### src/rtl/div_ctrl.sv
// div_ctrl: EX-to-divider sequencer with div-by-zero bypass, flush abort, timeout; DIV_RESULT_CACHE_EN adds a one-entry result cache
module div_ctrl #(
  parameter int WIDTH        = 32,
  parameter int CORE_TIMEOUT = 40
) (
  input  logic               clk,
  input  logic               rst,
  input  logic               req_i,
  input  logic [1:0]         op_i,
  input  logic [WIDTH-1:0]   src1_i,
  input  logic [WIDTH-1:0]   src2_i,
  input  logic               flush_i,
  output logic               stall_o,
  output logic               resp_valid_o,
  output logic [WIDTH-1:0]   resp_data_o,
  output logic               core_start_o,
  output logic               core_cancel_o,
  output logic               core_signed_o,
  output logic [WIDTH-1:0]   core_op1_o,
  output logic [WIDTH-1:0]   core_op2_o,
  input  logic [2*WIDTH-1:0] core_result_i,
  input  logic               core_done_i,
  output logic               timeout_o
);
  localparam logic [1:0] IDLE = 2'd0, BUSY = 2'd1, RESP = 2'd2, DRAIN = 2'd3;
  localparam int CW = $clog2(CORE_TIMEOUT + 1);
  logic [1:0]       state_q, state_d;
  logic [CW-1:0]    cnt_q, cnt_d;
  logic [WIDTH-1:0] op1_q, op1_d, op2_q, op2_d, data_q, data_d;
  logic             signed_q, signed_d, rem_q, rem_d, timeout_q, timeout_d;
  logic             accept, dz, hit, done, tmo;
  logic [WIDTH-1:0] hit_data;
`ifdef DIV_RESULT_CACHE_EN
  logic             cv_q, cv_d, cs_q, cs_d;
  logic [WIDTH-1:0] c1_q, c1_d, c2_q, c2_d, cq_q, cq_d, cr_q, cr_d;
  assign hit      = cv_q && cs_q == !op_i[1] && c1_q == src1_i && c2_q == src2_i;
  assign hit_data = op_i[0] ? cr_q : cq_q;
  always_comb begin
    cv_d = cv_q | done;
    cs_d = done ? signed_q : cs_q;
    c1_d = done ? op1_q : c1_q;
    c2_d = done ? op2_q : c2_q;
    cq_d = done ? core_result_i[WIDTH-1:0] : cq_q;
    cr_d = done ? core_result_i[2*WIDTH-1:WIDTH] : cr_q;
  end
  always_ff @(posedge clk) begin
    if (rst) begin
      cv_q <= 1'b0;
      cs_q <= 1'b0;
      c1_q <= '0;
      c2_q <= '0;
      cq_q <= '0;
      cr_q <= '0;
    end else begin
      cv_q <= cv_d;
      cs_q <= cs_d;
      c1_q <= c1_d;
      c2_q <= c2_d;
      cq_q <= cq_d;
      cr_q <= cr_d;
    end
  end
`else
  assign hit      = 1'b0;
  assign hit_data = '0;
`endif
  assign accept = state_q == IDLE && req_i && !flush_i;
  assign dz     = ~|src2_i;
  // flush outranks both completion and timeout
  assign done   = state_q == BUSY && !flush_i && core_done_i;
  assign tmo    = state_q == BUSY && !flush_i && !core_done_i && cnt_q == CW'(CORE_TIMEOUT - 1);
  always_comb begin
    case (state_q)
      IDLE:    state_d = accept ? ((dz || hit) ? RESP : BUSY) : IDLE;
      BUSY:    state_d = flush_i ? DRAIN : (done || tmo) ? RESP : BUSY;
      RESP:    state_d = core_done_i ? DRAIN : IDLE;
      default: state_d = IDLE;
    endcase
    cnt_d     = state_q == BUSY ? cnt_q + CW'(1) : '0;
    op1_d     = accept ? src1_i : op1_q;
    op2_d     = accept ? src2_i : op2_q;
    signed_d  = accept ? !op_i[1] : signed_q;
    rem_d     = accept ? op_i[0] : rem_q;
    data_d    = accept ? (dz ? (op_i[0] ? src1_i : '1) : hit_data)
              : done   ? (rem_q ? core_result_i[2*WIDTH-1:WIDTH] : core_result_i[WIDTH-1:0])
              : tmo    ? (rem_q ? op1_q : '1)
              : data_q;
    timeout_d = timeout_q | tmo;
  end
  always_ff @(posedge clk) begin
    if (rst) begin
      state_q   <= IDLE;
      cnt_q     <= '0;
      op1_q     <= '0;
      op2_q     <= '0;
      signed_q  <= 1'b0;
      rem_q     <= 1'b0;
      data_q    <= '0;
      timeout_q <= 1'b0;
    end else begin
      state_q   <= state_d;
      cnt_q     <= cnt_d;
      op1_q     <= op1_d;
      op2_q     <= op2_d;
      signed_q  <= signed_d;
      rem_q     <= rem_d;
      data_q    <= data_d;
      timeout_q <= timeout_d;
    end
  end
  assign resp_valid_o  = state_q == RESP && !flush_i;
  assign resp_data_o   = data_q;
  assign core_start_o  = state_q == BUSY && !flush_i;
  assign core_cancel_o = state_q == BUSY && flush_i;
  assign core_signed_o = signed_q;
  assign core_op1_o    = op1_q;
  assign core_op2_o    = op2_q;
  assign timeout_o     = timeout_q;
  assign stall_o       = req_i && !resp_valid_o && !flush_i;
endmodule

### config.mk
export PLATFORM = sky130hd
export DESIGN_NAME = div_ctrl
export DESIGN_NICKNAME = d
export VERILOG_FILES = /design/src/rtl/div_ctrl.sv
export SDC_FILE = /design/constraint.sdc
export NUM_CORES = 1
export LEC_CHECK = 0
export ABC_AREA = 0
export BUFFER_PORTS_ARGS = -buffer_cell sky130_fd_sc_hd__buf_2
export CORE_MARGIN = 5
export CORE_UTILIZATION = 42
export CTS_CLUSTER_DIAMETER = 50
export DETAILED_ROUTE_END_ITERATION = 10
export HOLD_SLACK_MARGIN = 0.1
export PLACE_DENSITY = 0.83
export RECOVER_POWER = 50
export SYNTH_ARGS = -nofsm -noshare
export SYNTH_HDL_FRONTEND = slang
export SYNTH_SLANG_ARGS = --single-unit
### constraint.sdc
create_clock -name clk -period 1.8 [get_ports clk]
set_clock_uncertainty 0.1 [all_clocks]
set_input_delay 0.36 -clock clk [delete_from_list [all_inputs] [get_ports clk]]
set_output_delay 0.36 -clock clk [all_outputs]
set_load 0.005 [all_outputs]
==> results.md, run 1 <==
* Hold path depth at 3
* Top cells by count, synth: nand2_1 (132), dfxtp_1 (107), a21oi_1 (66)
* Pin count of the biggest net entering global routing at 50
* Slew Limit Fails at 0
* Critical path type: reg2reg
* Grt met3 use at under 10%
* R2R cell count at 6
* Hold Path Sink: core_op2_o[28]$_SDFFE_PP0N_
* Synthesis-to-layout area growth at 47.9%
* Hold Fails Final Rpt at 0
* Ant diodes at 0
* Die W at around 120 um
* H-tree depth at 3
* Vias in the first global route at approximately 5,600
* Syn Area/Cell at just over 8 um^2
* Clk Latency, worst-skew pair at 0.34 ns
* Highest Clock Rate at roughly 530 MHz
* First-pass DRT Iterations at 6
* Worst hold-check path type: in2reg
* Die ar. at around 14,000 um^2
* Critical-path top delay cell: or4b_4
* Hold Startpoint: src2_i[28]
* Root buffer cell: clkbuf_16
* Final setup viols at 33
* IO Pins at around 240
* Global-route wire length before repair at between 20 and 30 mm
* Mapped Cells at around 600
* Die height at roughly 120 um
* Arr. time, crit path at roughly 2 ns
* Worst rel slew slack at 64.8%
* Most common cell in the netlist: nand2_1
* Total clock sinks at roughly 110
* Max IR drop VDD at 0.000508 V
* Critical Path Start Type: register
* R2R setup slack at -0.09 ns
* Synth top area share at between 40% and 50%
* Final #Nets at slightly below 1,000
* Antenna Nets Post-Route at 0
* Status: complete, but fails checks
* Inst Count DP at just under 1,000
* Routed vias at slightly below 6,000
* GR met2 Demand/Resource at between 40% and 50%
* Layout Cells excl Fill at between 1,000 and 1,500
* RR Startpoint: state_q[1]$_SDFF_PP0_
* Core region area at around 12,000 um^2
* Syn Std Cell Area at 5060 um^2
* Sequential area share after synthesis at 42.3%
* Ys async rst share at 0%
* Max-Cap Viols at 0
* Violated checks: negative setup slack
* Grt met1 use at ~28%
* DP Wirelength at approximately 12 mm
* Min Tclk post-route at approximately 1.9 ns
* GRT busiest layer: met2
* Placed Area at between 6000 and 7000 um^2
* Fin crit share at 105%
* Congestion Overflow GR at 0
* Synth top area cells: dfxtp_1 (42%), nand2_1 (9.8%), a21oi_1 (6.5%)
* Clock transition at path regs at ~0.07 ns
* Port bufs at 236
* Initial antenna violation count at 0
* Via-to-Cell Ratio at 5.75
* RR Endpoint: resp_data_o[1]$_SDFFE_PP0P_
* Layout cells sized above 1 at between 40% and 50%
* Max Root-Sink Buffers at 2
* P_leak at roughly 3.3 nW
* Yosys top cell by area: dfxtp_1
* Power per cell area at between 800 and 900 nW/um^2
* FP Rows at 40
* Post-synth cell types at 36
* Initial DRC count at 519
* Syn_nets at about 750
* Register bit total from synthesis at roughly 110
* Worst-margin pin slew at between 0.5 and 0.6 ns
* WP data required at between 1.5 and 2 ns
* CP Max Fanout at 8
* CP cell instances: or4b_4, o211ai_4, buf_12, buf_16, nor2_1, a311oi_1
* Post-synth EDFFs at 0
* Synth Flop Type: dfxtp_1
* DRC viols at 0
* CP peak stage delay at 0.54 ns
* Total GRT Usage at approximately 25%
* Yosys warns at 0
* CP top delay family: simple AND/OR/NAND/NOR gates
* Starting Density at a little over two fifths
* Gp weighted congestion at ~0.83
* TritonCTS clock tree: done
* Worst Setup Slack, final at -0.0875 ns
* CP bufs+invs at 2
* CTS Buf Count at 9
* Final Cell Area at 7480 um^2
* Avg WL per Cell at approximately 19 um
* RSZ-0062 raised after global routing: true
* Crit path capture type: register
* Routed Wire Length at ~19 mm
[registers in the layout (all words and copies together), names as in the netlist]
register       flops
rem_q              1
timeout_o          1
core_op2_o        32
core_op1_o        32
cnt_q              6
state_q            2
resp_data_o       32
core_signed_o      1
[cell usage in the layout (no fill, tap or decap), drive strengths merged, types with 3 or more instances in the layout]
master and count:
buf 290, o2111ai 32, clkbuf 16, dfxtp 107, inv 3, nor2b 3
nor4 8, a311oi 32, a211o 32, mux2i 32, nand2 132, nor2 43
a21oi 66, nand3 3, nor3 32
[cells by family (layout without fill, tap and decap cells)]
family                     after synthesis  in the layout  share of synthesized area (%)
and+or+nand+nor                        233            233                           20.0
xor gates and xnor gates                 4              4                          0.693
buffers and inverters                   69            314                           5.84
DFF                                    107            107                           42.3
adders and majority gates                1              1                          0.247
AOI/OAI and AO/OA                      170            170                           24.5
muxes                                   32             32                           6.33
[metrics by stage]
step | power, mW | worst slack, ns | hold WS, ns | TNS [ns] | util, %
floorplan | 3.23 | -0.0961 | 0.318 | -2.97 | -
global placement | 3.76 | -0.271 | 0.333 | -12.75 | 55.8
detailed placement | 3.79 | -0.330 | 0.345 | -16.52 | 55.8
CTS | 6.07 | -0.0690 | 0.146 | -1.11 | 60.5
global route | 6.43 | -0.133 | 0.154 | -3.40 | 62.8
finish | 6.15 | -0.0875 | 0.162 | -1.56 | 62.8
[timing repair]
action / CTS / global route
cloned: 5 / 4
hold buffers: 1 / 0
pin swaps: 4 / 59
setup endpoints to repair: 87 / 47
hold endpoints to repair: 1 / 0
resized for setup: 12 / 56
setup buffers: 4 / 0
[how the worst max path moves through the flow]
stage / endpoint / slack [ns] / startpoint / cells past startpoint
5_1_grt: resp_data_o[30]$_SDFFE_PP0P_ / -0.13 / state_q[1]$_SDFF_PP0_ / 6
6_report: resp_data_o[1]$_SDFFE_PP0P_ / -0.09 / state_q[1]$_SDFF_PP0_ / 6
3_5_place_dp: resp_data_o[17]$_SDFFE_PP0P_ / -0.33 / src2_i[10] / 7
3_3_place_gp: resp_data_o[5]$_SDFFE_PP0P_ / -0.27 / src2_i[10] / 7
4_1_cts: resp_data_o[17]$_SDFFE_PP0P_ / -0.07 / state_q[1]$_SDFF_PP0_ / 5
2_1_floorplan: resp_data_o[10]$_SDFFE_PP0P_ / -0.1 / flush_i / 6
[final cells by class]
| type | count | area (um^2) |
|---|---|---|
| fillers | 1058 | 4430 |
| multi-input cells | 440 | 2860 |
| flip-flops and latches | 107 | 2150 |
| repair buffers | 295 | 1950 |
| clock buffers | 12 | 256 |
| well taps | 147 | 184 |
| clock inverters | 4 | 72.6 |
| inverters | 3 | 11.3 |
[worst register-to-register path, stage by stage (launching register included)]
cell and delay [ns]:
dfxtp_4 0.37, or4b_4 0.54, o211ai_4 0.19, buf_12 0.19, buf_16 0.15, nor2_1 0.05
a311oi_1 0.22
[power breakdown]
group          switching (mW)  internal (mW)  total (mW)
logic                   0.675          0.656        1.33
clock network           0.879           1.29        2.17
registers               0.111           2.53        2.64
[routing by layer]
layer | share of wire, % | routed length, um
met1 | 39 | 7240
met2 | 48 | 8960
met3 | 9.7 | 1820
met4 | 3.7 | 702
met5 | 0 | 0
Note: power is estimated with default switching activity, not from simulation.
==> run 2: changes to the inputs <==
--- a/config.mk
+++ b/config.mk
@@ -13,7 +13,6 @@
 export DETAILED_ROUTE_END_ITERATION = 10
 export HOLD_SLACK_MARGIN = 0.1
 export PLACE_DENSITY = 0.83
-export RECOVER_POWER = 50
 export SYNTH_ARGS = -nofsm -noshare
 export SYNTH_HDL_FRONTEND = slang
 export SYNTH_SLANG_ARGS = --single-unit
==> results.md, run 2 (same netlist as run 1, synthesis figures left out) <==
* Synthesis-to-layout area growth at 48.0%
* Grt met3 use at 7.35%
* Commonest cells after routing, fill and taps aside: buf_2 (235), nand2_1 (132), dfxtp_1 (104), a21oi_1 (66), buf_4 (34)
* WP data required at a little under 2 ns
* Commonest non-fill, non-tap cell in the layout: buf_2
* Violated checks: negative setup slack
* Layout cells sized above 1 at 42.3%
* Die ar. at between 10,000 and 15,000 um^2
* Worst-margin pin slew at between 0.5 and 0.6 ns
* GR met2 Demand/Resource at a little over two fifths
* Arr. time, crit path at a little over 2 ns
* Status: complete, but fails checks
* Die height at roughly 120 um
* Initial antenna violation count at 0
* Hold path depth at 3
* Routed vias at 5,785
* Fin crit share at 105%
* Core region area at between 10,000 and 15,000 um^2
* Congestion Overflow GR at 0
* Power per cell area at around 820 nW/um^2
* Final #Nets at just under 1,000
* Setup WS pre-CTS at -0.330 ns
* First-pass DRT Iterations at 5
* Max-Cap Viols at 0
* Core Util, Final at about 63%
* H-tree depth at 3
* Pin count of the biggest net entering global routing at 50
* Port bufs at approximately 240
* DP Wirelength at around 12 mm
* Total GRT Usage at 24.6%
* Fillers at between 1,000 and 1,500
* RR Startpoint: state_q[1]$_SDFF_PP0_
* Minimum hold slack at ~0.16 ns
* Total clock sinks at approximately 110
* FP Rows at 40
* Max IR drop VDD at ~0.00051 V
* CP Max Fanout at 8
* Worst setup startpoint: state_q[1]$_SDFF_PP0_
* Hold Path Sink: core_op2_o[1]$_SDFFE_PP0N_
* R2R setup slack at -0.09 ns
* Routed Wire Length at between 15 and 20 mm
* Critical path type: reg2reg
* GRT busiest layer: met2
* Worst Setup Slack, final at -0.0878 ns
* Hold Startpoint: src2_i[1]
* DRC viols at 0
* Highest Clock Rate at 530 MHz
* Grt met1 use at between 20 and 30%
* Avg WL per Cell at approximately 19 um
* RR Endpoint: resp_data_o[1]$_SDFFE_PP0P_
* Slew Limit Fails at 0
* Hold Fails Final Rpt at 0
* Final setup viols at 32
* Critical Path Start Type: register
* Clk Latency, worst-skew pair at approximately 0.34 ns
* Root buffer cell: clkbuf_16
* P_leak at about 3.3 nW
* Vias in the first global route at around 5,600
* Clock transition at path regs at 0.07 ns
* TritonCTS clock tree: done
* Max Root-Sink Buffers at 2
* Via-to-Cell Ratio at between 5 and 6
* Gp weighted congestion at ~0.83
* IO Pins at around 240
* Ant diodes at 0
* Die W at 120 um
* Antenna Nets Post-Route at 0
* CTS Buf Count at 9
* Global-route wire length before repair at 28.5 mm
* Setup TNS at -1.55 ns
* Initial DRC count at ~520
* Starting Density at roughly 42%
* Crit path capture type: register
* RSZ-0062 raised after global routing: true
* Worst rel slew slack at between 60% and 70%
* R2R cell count at 6
* Min Tclk post-route at roughly 1.9 ns
* Worst hold-check path type: in2reg
==> run 2: what timing repair did <==
item / 4_1_cts / 5_1_grt
gates resized for setup: 12 / 56
endpoints found under the hold margin: 1 / 0
pin swaps: 4 / 59
setup endpoints to repair: 87 / 47
gates cloned: 5 / 4
hold buffers: 1 / 0
buffers inserted: 4 / 0
==> run 2: worst max-delay path by stage <==
stage	end	slack, ns	cells after the start
floorplan	resp_data_o[10]$_SDFFE_PP0P_	-0.1	6
global placement	resp_data_o[5]$_SDFFE_PP0P_	-0.27	7
detailed placement	resp_data_o[17]$_SDFFE_PP0P_	-0.33	7
CTS	resp_data_o[17]$_SDFFE_PP0P_	-0.07	5
global route	resp_data_o[30]$_SDFFE_PP0P_	-0.13	6
finish	resp_data_o[1]$_SDFFE_PP0P_	-0.09	6
==> run 2: power breakdown <==
group          switching, mW  total [mW]  internal, mW
combinational          0.676        1.33         0.656
clock                  0.881        2.18          1.29
sequential             0.111        2.64          2.53
==> run 2: final cells by class <==
class | instances | area (um^2) | area share (%)
clock inverter | 4 | 72.6 | 0.969
sequential | 107 | 2150 | 28.7
timing repair buffer | 295 | 1950 | 26.0
clock buffer | 12 | 256 | 3.43
tap | 147 | 184 | 2.46
inverter | 3 | 11.3 | 0.150
multi-input combinational | 440 | 2860 | 38.2
==> run 2: per-layer routing <==
| layer | up-vias | wire (um) |
|---|---|---|
| li1 | 2729 | - |
| met1 | 2700 | 7200 |
| met2 | 302 | 9000 |
| met3 | 54 | 1850 |
| met4 | 0 | 644 |
| met5 | - | 0 |
==> run 2: worst max-delay path: stages (launching register included) <==
cell and delay [ns]:
dfxtp_4 0.37, or4b_4 0.54, o211ai_4 0.19, buf_12 0.19, buf_16 0.15, nor2_1 0.04
a311oi_1 0.22
==> run 2: per-stage QoR <==
| step | total power, mW | instances | area, um^2 |
|---|---|---|---|
| 6_report | 6.15 | 1008 | 7490 |
| 5_1_grt | 6.43 | 1008 | 7490 |
| 4_1_cts | 6.07 | 1006 | 7210 |
| 3_5_place_dp | 3.79 | 980 | 6650 |
| 3_3_place_gp | 3.76 | 980 | 6650 |
| 2_1_floorplan | 3.23 | 616 | 5100 |
==> run 3: changes to the inputs <==
--- a/config.mk
+++ b/config.mk
@@ -12,7 +12,8 @@
 export CTS_CLUSTER_DIAMETER = 50
 export DETAILED_ROUTE_END_ITERATION = 10
 export HOLD_SLACK_MARGIN = 0.1
-export PLACE_DENSITY = 0.83
+export PLACE_DENSITY_LB_ADDON = 0.2
+export SLEW_MARGIN = 15
 export SYNTH_ARGS = -nofsm -noshare
 export SYNTH_HDL_FRONTEND = slang
 export SYNTH_SLANG_ARGS = --single-unit
==> results.md, run 3 (same netlist as run 1, synthesis figures left out) <==
* Hold Fails Final Rpt at 0
* Final #Nets at 1,003
* Worst hold-check path type: in2reg
* Routed Wire Length at 19.4 mm
* Cell repeated most along the worst path: buf_6
* DP Wirelength at 12.3 mm
* Die W at 120 um
* Initial DRC count at 460
* Gp weighted congestion at between 0.8 and 0.9
* Clk Latency, worst-skew pair at approximately 0.34 ns
* Total clock sinks at between 100 and 150
* Die ar. at about 14,000 um^2
* RSZ-0062 raised after global routing: true
* Global-route wire length before repair at 28.5 mm
* First-pass DRT Iterations at 5
* Arr. time, crit path at around 2.1 ns
* Ant diodes at 0
* P_leak at between 3 and 4 nW
* Critical path type: reg2reg
* Total GRT Usage at 24.4%
* Fillers at about 980
* Synthesis-to-layout area growth at 53.0%
* Antenna Nets Post-Route at 0
* Status: complete, but fails checks
* Hold path depth at 3
* Layout cells sized above 1 at between 40 and 50%
* Max IR drop VDD at between 0.0004 and 0.0005 V
* Vias in the first global route at roughly 5,600
* IO Pins at roughly 240
* Worst Setup Slack, final at -0.180 ns
* Via-to-Cell Ratio at ~5.8
* TritonCTS clock tree: done
* Core Util, Final at between 60% and 70%
* DRC viols at 0
* Pin count of the biggest net entering global routing at 49
* H-tree depth at 3
* Setup TNS at -3.10 ns
* R2R setup slack at -0.18 ns
* Min Tclk post-route at 1.98 ns
* Multi-input gate area at about 2900 um^2
* CTS Buf Count at 9
* Worst rel slew slack at 73.5%
* Critical Path Start Type: register
* Core region area at 11,900 um^2
* Starting Density at between 40% and 50%
* Highest Clock Rate at ~510 MHz
* Port bufs at 236
* Slew Limit Fails at 0
* CP peak stage delay at ~0.36 ns
* CP cell instances: buf_4, buf_6, nor4b_4, buf_6, clkbuf_16, o2111ai_1, a311oi_1
* Initial antenna violation count at 1
* Total Power at approximately 6 mW
* Congestion Overflow GR at 0
* Root buffer cell: clkbuf_16
* Hold Path Sink: core_op2_o[6]$_SDFFE_PP0N_
* Commonest non-fill, non-tap cell in the layout: buf_2
* Max Root-Sink Buffers at 2
* Violated checks: negative setup slack
* Power per cell area at ~770 nW/um^2
* Hold Startpoint: src2_i[6]
* Clock transition at path regs at 0.07 ns
* FP Rows at 40
* Final setup viols at 32
* R2R cell count at 7
* Avg WL per Cell at around 19 um
* Fin crit share at 110%
* Die height at 120 um
* RR Endpoint: resp_data_o[0]$_SDFFE_PP0P_
* Max-Cap Viols at 0
* Routed vias at a little under 6,000
* FF/Latch Area at ~2100 um^2
* WP data required at 1.93 ns
* CP bufs+invs at 4
* Critical-path top delay cell: a311oi_1
* CP Max Fanout at 18
* Commonest cells after routing, fill and taps aside: buf_2 (235), nand2_1 (129), dfxtp_1 (104), a21oi_1 (40), nor2_1 (35)
* RR Startpoint: state_q[0]$_SDFF_PP0_
* CP top delay family: buffers and inverters
* Worst-margin pin slew at between 0.3 and 0.4 ns
* Crit path capture type: register
==> run 3: power by group <==
part,total [mW],leakage (nW),switching (mW),internal (mW)
logic,1.45,2.39,0.702,0.747
clock network,1.87,0.137,0.855,1.01
registers,2.65,0.877,0.117,2.53
total,5.96,3.40,1.67,4.29
==> run 3: timing repair <==
| action | in CTS | in global routing |
|---|---|---|
| hold buffers | 1 | 0 |
| gates resized for setup | 29 | 52 |
| hold endpoints to repair | 1 | 0 |
| setup endpoints to repair | 84 | 47 |
| buffers inserted | 7 | 4 |
| pin swaps | 21 | 15 |
| cloned | 8 | 7 |
==> run 3: worst max-delay path by stage <==
stage | depth (start not counted) | slack, ns | to | start
6_report | 7 | -0.18 | resp_data_o[0]$_SDFFE_PP0P_ | state_q[0]$_SDFF_PP0_
3_5_place_dp | 6 | -0.28 | resp_data_o[31]$_SDFFE_PP0P_ | flush_i
3_3_place_gp | 6 | -0.23 | resp_data_o[2]$_SDFFE_PP0P_ | flush_i
5_1_grt | 7 | -0.28 | resp_data_o[0]$_SDFFE_PP0P_ | state_q[0]$_SDFF_PP0_
2_1_floorplan | 6 | -0.1 | resp_data_o[10]$_SDFFE_PP0P_ | flush_i
4_1_cts | 6 | -0.1 | resp_data_o[27]$_SDFFE_PP0P_ | state_q[0]$_SDFF_PP0_
==> run 3: through the flow <==
step / cell area (um^2) / worst slack [ns] / hold WS (ns) / instances
floorplan: 5100 / -0.0961 / 0.318 / 616
detailed placement: 6690 / -0.276 / 0.341 / 977
global route: 7740 / -0.277 / 0.161 / 1019
CTS: 7340 / -0.0952 / 0.158 / 1009
finish: 7740 / -0.180 / 0.168 / 1019
global placement: 6690 / -0.226 / 0.330 / 977
==> run 3: metal layers <==
metal / vias to the layer above / track usage, % / routed length [um] / part of all wire (%)
met5: - / 0 / 10 / 0.051
met4: 2 / 7.44 / 256 / 1.3
met3: 29 / 6.74 / 2000 / 10
met2: 330 / 42.7 / 9620 / 49
met1: 2794 / 29.2 / 7550 / 39
li1: 2754 / - / - / -
==> run 3: area by class of cell <==
class | instances | area share, %
clock buffer | 14 | 3.41
clock inverter | 2 | 0.129
timing repair buffer | 306 | 29.0
tap | 147 | 2.38
sequential | 107 | 27.8
multi-input combinational | 440 | 37.2
inverter | 3 | 0.145
==> run 3: tightest hold or removal path, cell delays in order <==
cell	delay (ns)
buf_2	0.11
nand2_1	0.05
a21oi_1	0.05
